**config.mk**
```make
export PLATFORM = sky130hd
export DESIGN_NAME = fp_sgnj_arbiter_flat
export DESIGN_NICKNAME = d
export VERILOG_FILES = /design/src/rtl/fp_sgnj_arbiter_if.sv /design/src/rtl/fp_sgnj_arbiter.sv /design/src/flat_wrapper.sv
export SDC_FILE = /design/constraint.sdc
export NUM_CORES = 1
export LEC_CHECK = 0
export CAP_MARGIN = 30
export CORE_AREA = 2 2 135 137
export DETAILED_ROUTE_END_ITERATION = 16
export DIE_AREA = 0 0 137 139
export PLACE_DENSITY_LB_ADDON = 0.05
export SLEW_MARGIN = 5
export SYNTH_ARGS = -nofsm -noshare
export SYNTH_HDL_FRONTEND = slang
export SYNTH_SLANG_ARGS = --single-unit
export TNS_END_PERCENT = 30
```
**constraint.sdc**
```tcl
create_clock -name in_clk -period 3.93 [get_ports in_clk]
set_input_delay 0.786 -clock in_clk [delete_from_list [all_inputs] [get_ports in_clk]]
set_output_delay 0.786 -clock in_clk [all_outputs]
set_load 0.05 [all_outputs]
```
**src/rtl/fp_sgnj_arbiter_if.sv**
```systemverilog
// Request/result bundle for fp_sgnj_arbiter: two issue requesters in, one registered result out.
// slave is the arbiter side, master is the requester/writeback side.
interface fp_sgnj_arbiter_if #(
  parameter int unsigned TAG_W = 5
);
  logic [1:0]       in_req_valid;
  logic [1:0]       out_req_ready;
  logic [63:0]      in_numA0;
  logic [63:0]      in_numA1;
  logic [63:0]      in_numB0;
  logic [63:0]      in_numB1;
  logic [1:0]       in_ctrl_jnx0;
  logic [1:0]       in_ctrl_jnx1;
  logic             in_fmt0;
  logic             in_fmt1;
  logic [TAG_W-1:0] in_tag0;
  logic [TAG_W-1:0] in_tag1;
  logic             out_valid;
  logic             in_out_ready;
  logic [63:0]      out_data;
  logic [TAG_W-1:0] out_tag;
  logic             out_src;

  modport slave (
    input  in_req_valid, in_numA0, in_numA1, in_numB0, in_numB1,
    input  in_ctrl_jnx0, in_ctrl_jnx1, in_fmt0, in_fmt1, in_tag0, in_tag1, in_out_ready,
    output out_req_ready, out_valid, out_data, out_tag, out_src
  );

  modport master (
    output in_req_valid, in_numA0, in_numA1, in_numB0, in_numB1,
    output in_ctrl_jnx0, in_ctrl_jnx1, in_fmt0, in_fmt1, in_tag0, in_tag1, in_out_ready,
    input  out_req_ready, out_valid, out_data, out_tag, out_src
  );
endinterface

```
**src/rtl/fp_sgnj_arbiter.sv**
```systemverilog
// Round-robin shared FSGNJ/FSGNJN/FSGNJX datapath (S and D) with a single registered result.
// Define FP_SGNJ_ARB_NANBOX_CHK_EN to replace improperly NaN-boxed single operands by canonical NaN.
module fp_sgnj_arbiter #(
  parameter int unsigned TAG_W = 5
) (
  input logic              in_clk,
  input logic              in_rst_n,
  fp_sgnj_arbiter_if.slave bus
);

  logic             ptr_q, ptr_d;
  logic             valid_q, valid_d;
  logic [63:0]      data_q, data_d;
  logic [TAG_W-1:0] tag_q, tag_d;
  logic             src_q, src_d;

  logic             slot_free;
  logic [1:0]       grant;
  logic [1:0]       req_ready;
  logic             xfer;
  logic             sel;

  logic [63:0]      sel_a, sel_b;
  logic [1:0]       sel_jnx;
  logic             sel_fmt;
  logic [TAG_W-1:0] sel_tag;
  logic [63:0]      op_a, op_b;
  logic             sign;
  logic [63:0]      result;

`ifdef FP_SGNJ_ARB_NANBOX_CHK_EN
  function automatic logic [63:0] nanbox_chk(input logic [63:0] op);
    logic [63:0] res;
    res = op;
    if (op[63:32] != 32'hFFFF_FFFF) begin
      res = {32'hFFFF_FFFF, 32'h7FC0_0000};
    end
    return res;
  endfunction
`endif

  // Arbitration: a lone requester always wins; on contention ptr decides.
  always_comb begin
    grant = 2'b00;
    unique case (bus.in_req_valid)
      2'b01:   grant = 2'b01;
      2'b10:   grant = 2'b10;
      2'b11:   grant = ptr_q ? 2'b10 : 2'b01;
      default: grant = 2'b00;
    endcase
  end

  // Gated by reset so nothing counts as accepted while reset is held.
  assign slot_free = ~valid_q | bus.in_out_ready;
  assign req_ready = grant & {2{slot_free & in_rst_n}};
  assign xfer      = |req_ready;
  assign sel       = grant[1];

  assign bus.out_req_ready = req_ready;

  // Operand select
  always_comb begin
    sel_a   = sel ? bus.in_numA1     : bus.in_numA0;
    sel_b   = sel ? bus.in_numB1     : bus.in_numB0;
    sel_jnx = sel ? bus.in_ctrl_jnx1 : bus.in_ctrl_jnx0;
    sel_fmt = sel ? bus.in_fmt1      : bus.in_fmt0;
    sel_tag = sel ? bus.in_tag1      : bus.in_tag0;
  end

  // Sign-injection datapath
  always_comb begin
    op_a = sel_a;
    op_b = sel_b;
`ifdef FP_SGNJ_ARB_NANBOX_CHK_EN
    if (!sel_fmt) begin
      op_a = nanbox_chk(sel_a);
      op_b = nanbox_chk(sel_b);
    end
`endif
    sign = 1'b0;
    if (sel_fmt) begin
      unique case (sel_jnx)
        2'b00:   sign = op_b[63];
        2'b01:   sign = ~op_b[63];
        2'b10:   sign = op_a[63] ^ op_b[63];
        default: sign = op_a[63];
      endcase
      result = {sign, op_a[62:0]};
    end else begin
      unique case (sel_jnx)
        2'b00:   sign = op_b[31];
        2'b01:   sign = ~op_b[31];
        2'b10:   sign = op_a[31] ^ op_b[31];
        default: sign = op_a[31];
      endcase
      result = {32'hFFFF_FFFF, sign, op_a[30:0]};
    end
  end

  // Result register and pointer next state; drain and load may coincide.
  always_comb begin
    ptr_d   = ptr_q;
    valid_d = valid_q;
    data_d  = data_q;
    tag_d   = tag_q;
    src_d   = src_q;
    if (xfer) begin
      ptr_d   = ~sel;
      valid_d = 1'b1;
      data_d  = result;
      tag_d   = sel_tag;
      src_d   = sel;
    end else if (valid_q && bus.in_out_ready) begin
      valid_d = 1'b0;
    end
  end

  always_ff @(posedge in_clk or negedge in_rst_n) begin
    if (!in_rst_n) begin
      ptr_q   <= 1'b0;
      valid_q <= 1'b0;
      data_q  <= '0;
      tag_q   <= '0;
      src_q   <= 1'b0;
    end else begin
      ptr_q   <= ptr_d;
      valid_q <= valid_d;
      data_q  <= data_d;
      tag_q   <= tag_d;
      src_q   <= src_d;
    end
  end

  assign bus.out_valid = valid_q;
  assign bus.out_data  = data_q;
  assign bus.out_tag   = tag_q;
  assign bus.out_src   = src_q;

endmodule
```
**src/flat_wrapper.sv**
```systemverilog
// flat-port wrapper written by rule: the top's interface ports become plain ports
module fp_sgnj_arbiter_flat 
#(
  parameter int unsigned TAG_W = 5
)
  (in_clk, in_rst_n, bus_in_req_valid, bus_in_numA0, bus_in_numA1, bus_in_numB0, bus_in_numB1, bus_in_ctrl_jnx0, bus_in_ctrl_jnx1, bus_in_fmt0, bus_in_fmt1, bus_in_tag0, bus_in_tag1, bus_in_out_ready, bus_out_req_ready, bus_out_valid, bus_out_data, bus_out_tag, bus_out_src);
  fp_sgnj_arbiter_if #(.TAG_W(TAG_W)) bus_i ();
  input logic in_clk;
  input logic in_rst_n;
  input wire logic [$bits(bus_i.in_req_valid)-1:0] bus_in_req_valid;
  input wire logic [$bits(bus_i.in_numA0)-1:0] bus_in_numA0;
  input wire logic [$bits(bus_i.in_numA1)-1:0] bus_in_numA1;
  input wire logic [$bits(bus_i.in_numB0)-1:0] bus_in_numB0;
  input wire logic [$bits(bus_i.in_numB1)-1:0] bus_in_numB1;
  input wire logic [$bits(bus_i.in_ctrl_jnx0)-1:0] bus_in_ctrl_jnx0;
  input wire logic [$bits(bus_i.in_ctrl_jnx1)-1:0] bus_in_ctrl_jnx1;
  input wire logic [$bits(bus_i.in_fmt0)-1:0] bus_in_fmt0;
  input wire logic [$bits(bus_i.in_fmt1)-1:0] bus_in_fmt1;
  input wire logic [$bits(bus_i.in_tag0)-1:0] bus_in_tag0;
  input wire logic [$bits(bus_i.in_tag1)-1:0] bus_in_tag1;
  input wire logic [$bits(bus_i.in_out_ready)-1:0] bus_in_out_ready;
  output wire logic [$bits(bus_i.out_req_ready)-1:0] bus_out_req_ready;
  output wire logic [$bits(bus_i.out_valid)-1:0] bus_out_valid;
  output wire logic [$bits(bus_i.out_data)-1:0] bus_out_data;
  output wire logic [$bits(bus_i.out_tag)-1:0] bus_out_tag;
  output wire logic [$bits(bus_i.out_src)-1:0] bus_out_src;
  assign bus_i.in_req_valid = bus_in_req_valid;
  assign bus_i.in_numA0 = bus_in_numA0;
  assign bus_i.in_numA1 = bus_in_numA1;
  assign bus_i.in_numB0 = bus_in_numB0;
  assign bus_i.in_numB1 = bus_in_numB1;
  assign bus_i.in_ctrl_jnx0 = bus_in_ctrl_jnx0;
  assign bus_i.in_ctrl_jnx1 = bus_in_ctrl_jnx1;
  assign bus_i.in_fmt0 = bus_in_fmt0;
  assign bus_i.in_fmt1 = bus_in_fmt1;
  assign bus_i.in_tag0 = bus_in_tag0;
  assign bus_i.in_tag1 = bus_in_tag1;
  assign bus_i.in_out_ready = bus_in_out_ready;
  assign bus_out_req_ready = bus_i.out_req_ready;
  assign bus_out_valid = bus_i.out_valid;
  assign bus_out_data = bus_i.out_data;
  assign bus_out_tag = bus_i.out_tag;
  assign bus_out_src = bus_i.out_src;
  fp_sgnj_arbiter #(.TAG_W(TAG_W)) u_core (.in_clk(in_clk), .in_rst_n(in_rst_n), .bus(bus_i));
endmodule
```
==> reports/metrics.yaml, run 1 <==
yosys:
  yosysUniqueCellTypes: 33
  synthAdderAreaFrac_pct: 0
  synth_top_family_by_area: "compound AO/OA/AOI/OAI gates"
  ys_warn_count: 0
  ys_ff_latch: 72
  synth.area.mux_share_pct: 11.0
  synthCells: 342
  synth-xor-area-share_pct: 0
  yosysTopAreaCell: "dfrtp_1"
  synth_area_leaders: "dfrtp_1, mux2i_1, nand2_1, a22oi_1, a31oi_1"
  synth.top_cell.area_share_pct: 52.0
  synth_area_mm2: 0.00346
  synth-compound-area-share_pct: 16.0
  synth_fp_nets: 619
  ys_seq_area_share_pct: 52.0
  synth_simple_gate_area_share_pct: 15.4
  syn_avg_cell_area_um2: 10.1
finish:
  area_growth_pct: 79.1
  layout.nets: 838
  drive_gt1_share_pct: 5.65
  n_fill_cell: 1769
  design_area_mm2: 0.00620
  num_antenna_cells: 0
run:
  maxCapViolations: 0
critical_path:
  worst-endpoint-required_ns: 3.14
  endpoint_kind: "output pin"
  critPathSlowestCell: "clkdlybuf4s50_1"
  crit_fanout: 16
  crit_chain: "clkdlybuf4s50_1 -> inv_2 -> nor2_8 -> nand2_2 -> inv_2 -> buf_12"
  worstPathArrival_ns: 2.21
  crit_path_start_kind: "input pin"
  worstSetupPathType: "in -> out"
  crit_top_cell: "inv_2"
  cpPeakStageDelay_ns: 0.62
sta:
  rsz0062_at_grt: "no"
  setup_viol: 0
  fin_setup_tns_ns: 0
  min_period_ns: 3.00
  worstMarginPinSlew_ns: 0.826
  max_freq_ghz: 0.334
  relSlewSlack_pct: 44.9
  period_share_pct: 76.3
  setup_ws_ns: 0.932
  clock-skew-final_ns: 0.00749
  final-max-slew-violation-count: 0
  hold_viol_final: 0
die:
  die_y_um: 139
  die_area_mm2: 0.0190
  io-pin-count: 350
  rows: 49
  start_util_pct: 19.6
  core_area_mm2: 0.0177
  die_w_um: 137
pwr:
  p_sw_w: 0.00119
  vdd_ir_drop_max_v: 0.000196
  p_clk_share_pct: 27.0
  powerDensity_mw_per_mm2: 499
  seq_power_share_pct: 31.1
  p_sw_share_pct: 38.4
  total_power_w: 0.00310
  leakagePower_nw: 2.56
  p_comb_share_pct: 41.9
  power.internal_w: 0.00191
drt:
  drt-total-wl_um: 12200
  avgViaCountPerCell: 4.20
  postRouteAntennaNets: 0
  vias: 3340
  drt_iter0_markers: 105
  drc: 0
  wire_per_inst_um: 15.3
  firstDrtPassIters: 4
cts:
  ctsResizeCount: 0
  htree_num_levels: 3
  cts_root_buffer: "clkbuf_16"
  cts_buffers: 9
  clkLatencyLatePin_ns: 0.33
  cts_sinks: 72
  clkTransAtPathRegs_ns: 0.06
  hold_buffers: 0
  post_cts_buffers: 0
  tritoncts: "done"
  cts.path.max_buffers: 2
global_routing:
  grt_pass1_wl_um: 18600
  antenna_found_initial: 1
  grt_max_degree: 65
  grt_usage_pct: 12.9
  overflow: 0
  grt_pass1_vias: 3341
placed_design:
  dp_hpwl_um: 8930
  pre_cts_ws_ns: 0.882
  numPortBuffers: 225
  place_area_mm2: 0.00590
  globalplace.congestion: 0.683
min_path:
  min_path_type: "in -> async"
run_status:
  outcome: "finished, final reports clean"
## final timing paths
check,from,end,slack [ns],depth (start not counted)
worst max-delay path,bus_in_req_valid[1],bus_out_req_ready[1],0.93,6
worst min-delay path,in_rst_n,u_core.bus.out_data[28],0.32,1
worst max register to register,u_core.ptr_q,u_core.bus.out_data[31],2.00,7
worst min register to register,u_core.bus.out_tag[0],u_core.bus.out_tag[0],0.48,2
max in group asynchronous,in_rst_n,u_core.bus.out_data[34],2.54,2
min in group in_clk,u_core.bus.out_tag[0],u_core.bus.out_tag[0],0.48,2
## flip-flops by register name (all words and copies together) (netlist names)
signal / cells
u_core.bus.out_valid: 1
u_core.bus.out_data: 64
u_core.bus.out_src: 1
u_core.bus.out_tag: 5
u_core.ptr_q: 1
## power by group through the flow
stage               Sequential, W  Clock (W)  Combinational [W]
detailed placement       0.000974          0            0.00131
CTS                      0.000964   0.000876            0.00132
finish                   0.000963   0.000837            0.00130
global route             0.000981   0.000904            0.00138
global placement         0.000967          0            0.00132
floorplan                 0.00147          0           0.000281
## cell usage in the layout, fill, tap and decap left out, drive strengths merged
| cell type | count |
|---|---|
| inv | 3 |
| mux2 | 1 |
| bufinv | 1 |
| a31oi | 32 |
| o211a | 2 |
| a21o | 1 |
| a21oi | 1 |
| nand2b | 2 |
| nand2 | 73 |
| mux2i | 37 |
| or4b | 1 |
| o211ai | 1 |
| clkbuf | 13 |
| nor4b | 2 |
| nand3b | 1 |
| nand4 | 2 |
| and4 | 1 |
| buf | 10 |
| and2b | 1 |
| nor2b | 2 |
| a2111oi | 1 |
| nor3 | 2 |
| and2 | 2 |
| o21ai | 12 |
| a22oi | 31 |
| nor2 | 34 |
| clkinv | 2 |
| clkdlybuf4s50 | 222 |
| a211oi | 1 |
| dfrtp | 72 |
## cells in the mapped netlist
cell       count
a22oi_1       31
mux2_2         1
nor2_8         1
nand2b_1       2
a31oi_1       32
and4_1         1
a21o_1         1
a2111oi_0      1
nor3_1         2
and2b_4        1
buf_2         14
o211ai_2       1
nand2_2        1
buf_12         3
inv_2          2
o211a_1        2
clkbuf_1       4
a211oi_1       1
or4b_1         1
inv_1          1
a21oi_1        1
nor2_1        33
dfrtp_1       72
and2_1         2
nor2b_1        2
o21ai_1        6
nor4b_1        2
mux2i_1       37
nand2_1       72
o21ai_0        6
nand3b_1       1
buf_6          3
nand4_1        2
## logic make-up (layout without fill, tap and decap cells)
family	after synthesis	after routing
AOI/OAI and AO/OA	82	82
and+or+nand+nor	123	123
DFF	72	72
muxes	38	38
buffers and inverters	27	251
## critical path: cells and delay by family
family	cells	cell delay (ns)
buffers and inverters	4	0.96
AND/OR/NAND/NOR	2	0.46
## layer usage
metal  part of all wire (%)  wire length [µm]  GRT usage, %
met3                     14              1700          6.83
met2                     41              4950          18.6
met4                    1.6               189          4.88
met5                   0.11                13             0
met1                     44              5330          16.1
## stage by stage
stage,hold slack [ns],util [%],cells
finish,0.316,35.1,795
global route,0.317,35.1,795
CTS,0.307,35.1,795
detailed placement,0.482,33.4,779
global placement,0.474,33.4,779
floorplan,0.464,-,342
## cell type report
class                      count  area, µm²  share of cell area, %
clock buffer                  13        260                   4.20
multi-input combinational    243       1480                   23.8
sequential                    72       1800                   29.1
clock inverter                 3       40.0                  0.646
inverter                       3       11.3                  0.182
timing repair buffer         232       2320                   37.4
tap                          229        287                   4.62
No activity file was read; power rests on OpenSTA's default activity.
==> inputs of run 2 (changes only) <==
- CORE_AREA: 2 2 135 137 -> 2 2 136 138
- DIE_AREA: 0 0 137 139 -> 0 0 138 140
- clock period: 3.93 -> 2.93 ns (I/O delays scaled with it)
==> reports/metrics.yaml, run 2 (same netlist as run 1, synthesis figures left out) <==
drt:
  drt-total-wl_um: 12400  # was 12200 µm
  firstDrtPassIters: 4  # unchanged
  drt_iter0_markers: 119  # was 105
  wire_per_inst_um: 15.7  # was 15.3 µm
  drc: 0  # unchanged
  avgViaCountPerCell: 4.22  # was 4.20
  vias: 3343  # was 3340
  postRouteAntennaNets: 0  # unchanged
cts:
  hold_buffers: 0  # unchanged
  ctsResizeCount: 0  # unchanged
  cts_root_buffer: "clkbuf_16"  # unchanged
  post_cts_buffers: 0  # unchanged
  clkLatencyLatePin_ns: 0.33  # about the same
  tritoncts: "done"  # unchanged
  cts_buffers: 9  # unchanged
  cts_sinks: 72  # unchanged
  htree_num_levels: 3  # unchanged
  cts.path.max_buffers: 2  # unchanged
  clkTransAtPathRegs_ns: 0.05  # was 0.06 ns
finish:
  layout.nets: 838  # unchanged
  layout_commonest_cell: "clkdlybuf4s50_1"  # unchanged
  layout_common_cells: "clkdlybuf4s50_1, nand2_1, dfrtp_1, mux2i_1, nor2_1"  # unchanged
  area_growth_pct: 78.7  # was 79.1%
  drive_gt1_share_pct: 5.32  # was 5.65%
  num_antenna_cells: 0  # unchanged
  layout.cells.non_filler: 793  # was 795
  postLayoutCoreUtil_pct: 34.8  # was 35.1%
  design_area_mm2: 0.00619  # was 0.00620 mm²
  largest_register_ffs: 64  # unchanged
sta:
  worstMarginPinSlew_ns: 0.798  # was 0.826 ns
  relSlewSlack_pct: 46.8  # was 44.9%
  setup_viol: 0  # unchanged
  final-max-slew-violation-count: 0  # unchanged
  min_period_ns: 2.36
  fin_setup_tns_ns: 0  # unchanged
  max_freq_ghz: 0.424
  period_share_pct: 80.5
  hold_viol_final: 0  # unchanged
  clock-skew-final_ns: 0.00366  # was 0.00749 ns
  rsz0062_at_grt: "no"  # unchanged
pwr:
  leakagePower_nw: 2.55  # was 2.56 nW
  powerDensity_mw_per_mm2: 659  # was 499 mW/mm²
  p_comb_share_pct: 42.9  # was 41.9%
  p_sw_share_pct: 38.8  # was 38.4%
  power.internal_w: 0.00250  # was 0.00191 W
  vdd_ir_drop_max_v: 0.000261  # was 0.000196 V
  p_sw_w: 0.00158  # was 0.00119 W
  p_clk_share_pct: 25.5  # was 27.0%
  seq_power_share_pct: 31.7  # was 31.1%
  total_power_w: 0.00408  # was 0.00310 W
critical_path:
  worstSetupPathType: "in -> out"  # unchanged
  critPathSlowestCell: "clkdlybuf4s50_1"  # unchanged
  crit_fanout: 4  # was 16
  cpPeakStageDelay_ns: 0.44  # was 0.62 ns
  worstPathArrival_ns: 1.77  # was 2.21 ns
  crit_path_start_kind: "input pin"  # unchanged
  cp_top_family: "buffers and inverters"  # unchanged
  worst-endpoint-required_ns: 2.34  # was 3.14 ns
  endpoint_kind: "output pin"  # unchanged
  cp_num_buf_inv: 3  # was 4
  crit_chain: "clkdlybuf4s50_1 -> nand2b_1 -> o211a_2 -> nand2_2 -> inv_2 -> buf_12"  # was clkdlybuf4s50_1 -> inv_2 -> nor2_8 -> nand2_2 -> inv_2 -> buf_12
die:
  rows: 49  # unchanged
  die_w_um: 138  # was 137 µm
  io-pin-count: 350  # unchanged
  core_area_mm2: 0.0178  # was 0.0177 mm²
  die_y_um: 140  # was 139 µm
  die_area_mm2: 0.0193  # was 0.0190 mm²
  start_util_pct: 19.5  # was 19.6%
placed_design:
  globalplace.congestion: 0.736  # was 0.683
  dp.cells: 779  # unchanged
  numPortBuffers: 225  # unchanged
  dp_hpwl_um: 9000  # was 8930 µm
  place_area_mm2: 0.00591  # was 0.00590 mm²
global_routing:
  grt_pass1_wl_um: 19600  # was 18600 µm
  overflow: 0  # unchanged
  grt_pass1_vias: 3423  # was 3341
  grt_usage_pct: 13.0  # was 12.9%
  antenna_found_initial: 0  # was 1
  grt_max_degree: 65  # unchanged
run:
  maxCapViolations: 0  # unchanged
min_path:
  min_path_type: "in -> async"  # unchanged
run_status:
  outcome: "finished, final reports clean"  # unchanged
==> run 2: cell types whose count changed in the layout (fill, tap and decap cells not counted), sizes merged <==
cell | previous run | this run
bufinv | 1 | 0
clkbuf | 13 | 14
clkinv | 2 | 0
==> run 2: path summary, 6_finish.rpt <==
| check | startpoint | endpoint | slack (ns) | cells past startpoint |
|---|---|---|---|---|
| min in group in_clk | u_core.bus.out_tag[0] | u_core.bus.out_tag[0] | 0.49 | 2 |
| setup reg to reg | u_core.bus.out_valid | u_core.bus.out_data[31] | 1.21 | 7 |
| setup / recovery | bus_in_out_ready | bus_out_req_ready[1] | 0.57 | 6 |
| hold / removal | in_rst_n | u_core.bus.out_tag[0] | 0.13 | 1 |
| max in group asynchronous | in_rst_n | u_core.bus.out_data[44] | 1.74 | 2 |
| hold reg to reg | u_core.bus.out_tag[0] | u_core.bus.out_tag[0] | 0.49 | 2 |
==> run 2: power by group through the flow <==
stage                     Combinational, W  Sequential, W  Clock (W)
after floorplan                   0.000377        0.00197          0
after global placement             0.00178        0.00130          0
after detailed placement           0.00177        0.00130          0
after CTS                          0.00178        0.00129    0.00109
after global routing               0.00186        0.00132    0.00113
final                              0.00175        0.00129    0.00104
==> run 2: metal layers <==
layer  GRT usage (%)  routed length (µm)  vias to the layer above
met1            17.2                5750                     1511
met2            19.0                5200                      156
met5               0                   0                        -
li1                -                   -                     1665
met3            5.40                1270                       11
met4            4.99                 203                        0
==> run 2: metrics by stage <==
stage / hold WS (ns) / setup slack (ns)
2_1_floorplan: 0.290 / 0.924
3_3_place_gp: 0.472 / 0.451
3_5_place_dp: 0.482 / 0.445
4_1_cts: 0.118 / 0.557
5_1_grt: 0.125 / 0.483
6_report: 0.128 / 0.573
==> run 2: layout make-up <==
| class | instances | area, µm² |
|---|---|---|
| fill | 1812 | 11600 |
| timing repair buffer | 232 | 2330 |
| sequential | 72 | 1800 |
| multi-input combinational | 243 | 1480 |
| tap | 229 | 287 |
| clock buffer | 14 | 274 |
| inverter | 3 | 11.3 |
==> inputs of run 3 (changes only) <==
- clock period: 2.93 -> 2.2 ns (I/O delays scaled with it)
==> reports/metrics.yaml, run 3 (same netlist as run 1, synthesis figures left out) <==
critical_path:
  worst-endpoint-required_ns: 1.76  # was 2.34 ns
  crit_fanout: 4  # unchanged
  critPathSlowestCell: "clkdlybuf4s50_1"  # unchanged
  crit_path_start_kind: "input pin"  # unchanged
  endpoint_kind: "output pin"  # unchanged
  worstSetupPathType: "in -> out"  # unchanged
  cp_num_buf_inv: 3  # unchanged
  cp_top_family: "buffers and inverters"  # unchanged
  worstPathArrival_ns: 1.63  # was 1.77 ns
  cpPeakStageDelay_ns: 0.49  # was 0.44 ns
  crit_chain: "clkdlybuf4s50_1 -> and2b_4 -> nor2_8 -> nand2_2 -> inv_2 -> buf_12"  # was clkdlybuf4s50_1 -> nand2b_1 -> o211a_2 -> nand2_2 -> inv_2 -> buf_12
sta:
  fin_setup_tns_ns: 0  # unchanged
  final-max-slew-violation-count: 0  # unchanged
  relSlewSlack_pct: 53.2  # was 46.8%
  period_share_pct: 94.3
  setup_viol: 0  # unchanged
  max_freq_ghz: 0.482
  setup_ws_ns: 0.125  # was 0.573 ns
  clock-skew-final_ns: 0.00463  # was 0.00366 ns
  min_period_ns: 2.07
  worstMarginPinSlew_ns: 0.702  # was 0.798 ns
  rsz0062_at_grt: "no"  # unchanged
  hold_viol_final: 0  # unchanged
die:
  rows: 49  # unchanged
  die_w_um: 138  # unchanged
  core_area_mm2: 0.0178  # unchanged
  die_area_mm2: 0.0193  # unchanged
  die_y_um: 140  # unchanged
  start_util_pct: 19.5  # unchanged
  io-pin-count: 350  # unchanged
finish:
  largest_register_ffs: 64  # unchanged
  layout.cells.non_filler: 804  # was 793
  num_antenna_cells: 0  # unchanged
  multiInputGateArea_mm2: 0.00148  # about the same
  layout_common_cells: "clkdlybuf4s50_1, nand2_1, dfrtp_1, mux2i_1, nor2_1"  # unchanged
  area_growth_pct: 83.8  # was 78.7%
  n_fill_cell: 1820  # was 1812
  layout.nets: 847  # was 838
  regArea_mm2: 0.00180  # unchanged
  drive_gt1_share_pct: 7.65  # was 5.32%
  postLayoutCoreUtil_pct: 35.8  # was 34.8%
  layout_commonest_cell: "clkdlybuf4s50_1"  # unchanged
min_path:
  min_path_type: "in -> async"  # unchanged
cts:
  clkLatencyLatePin_ns: 0.34  # was 0.33 ns
  clkTransAtPathRegs_ns: 0.06  # was 0.05 ns
  cts_sinks: 72  # unchanged
  cts_buffers: 9  # unchanged
  hold_buffers: 0  # unchanged
  cts_root_buffer: "clkbuf_16"  # unchanged
  tritoncts: "done"  # unchanged
  ctsResizeCount: 0  # unchanged
  cts.path.max_buffers: 2  # unchanged
  htree_num_levels: 3  # unchanged
  post_cts_buffers: 0  # unchanged
drt:
  wire_per_inst_um: 15.6  # was 15.7 µm
  drt_iter0_markers: 82  # was 119
  vias: 3351  # was 3343
  avgViaCountPerCell: 4.17  # was 4.22
  firstDrtPassIters: 4  # unchanged
  postRouteAntennaNets: 0  # unchanged
  drc: 0  # unchanged
  drt-total-wl_um: 12500  # was 12400 µm
pwr:
  powerDensity_mw_per_mm2: 915  # was 659 mW/mm²
  total_power_w: 0.00582  # was 0.00408 W
  leakagePower_nw: 2.64  # was 2.55 nW
  vdd_ir_drop_max_v: 0.000351  # was 0.000261 V
placed_design:
  globalplace.congestion: 0.760  # was 0.736
  dp_hpwl_um: 9410  # was 9000 µm
  pre_cts_ws_ns: 0.0598  # was 0.445 ns
  dp.cells: 788  # was 779
  numPortBuffers: 225  # unchanged
run_status:
  outcome: "finished, final reports clean"  # unchanged
global_routing:
  overflow: 0  # unchanged
  grt_usage_pct: 13.1  # was 13.0%
  antenna_found_initial: 1  # was 0
  grt_max_degree: 52  # was 65
  grt_pass1_wl_um: 19800  # was 19600 µm
  grt_pass1_vias: 3457  # was 3423
run:
  maxCapViolations: 0  # unchanged
-- run 3: changes by cell type in the layout (fill, tap and decap cells not counted) --
cell,change
clkbuf_8,-1
buf_4,+7
bufinv_16,+3
buf_12,+2
clkinv_2,+1
nand2b_2,+1
nand2b_1,-1
clkbuf_1,-2
clkinvlp_4,+1
-- run 3: layout make-up --
| cell class | count | share of cell area (%) |
|---|---|---|
| clock buffer | 11 | 3.97 |
| clock inverter | 5 | 1.61 |
| inverter | 3 | 0.177 |
| multi-input combinational | 243 | 23.3 |
| sequential | 72 | 28.3 |
| tap | 229 | 4.50 |
| timing repair buffer | 241 | 38.1 |
-- run 3: worst reg2reg max path, cell delays in order, from the launching register on --
cell     delay [ns]
dfrtp_1        0.37
and2b_4        0.22
nor2_8         0.12
buf_12         0.22
mux2i_1        0.28
a31oi_1        0.12
-- run 3: power by group --
group | total, W | leakage, nW | internal [W] | switching [W]
Clock | 0.00174 | 0.172 | 0.00117 | 0.000573
Sequential | 0.00172 | 0.817 | 0.00158 | 0.000137
Combinational | 0.00236 | 1.65 | 0.000926 | 0.00144
-- run 3: through the flow --
step / area (µm²) / hold slack, ns
finish: 6360 / 0.138
detailed placement: 6010 / 0.481
CTS: 6360 / 0.142
global route: 6360 / 0.154
floorplan: 3460 / 0.144
global placement: 6010 / 0.473
-- run 3: worst paths after layout --
kind | cells after the start | end | slack (ns) | startpoint
max reg2reg | 5 | u_core.bus.out_data[40] | 0.73 | u_core.ptr_q
max | 6 | bus_out_req_ready[1] | 0.13 | bus_in_req_valid[0]
min reg2reg | 2 | u_core.bus.out_tag[4] | 0.49 | u_core.bus.out_tag[4]
min in group in_clk | 2 | u_core.bus.out_tag[4] | 0.49 | u_core.bus.out_tag[4]
min | 2 | u_core.bus.out_data[34] | 0.14 | in_rst_n
max in group asynchronous | 2 | u_core.bus.out_data[8] | 1.43 | in_rst_n
-- run 3: routing by layer --
layer,share of wire (%),track usage [%],up-vias
li1,-,-,1673
met1,46,16.8,1509
met3,11,6.63,13
met5,0,0,-
met2,42,19.1,156
met4,1.4,4.30,0
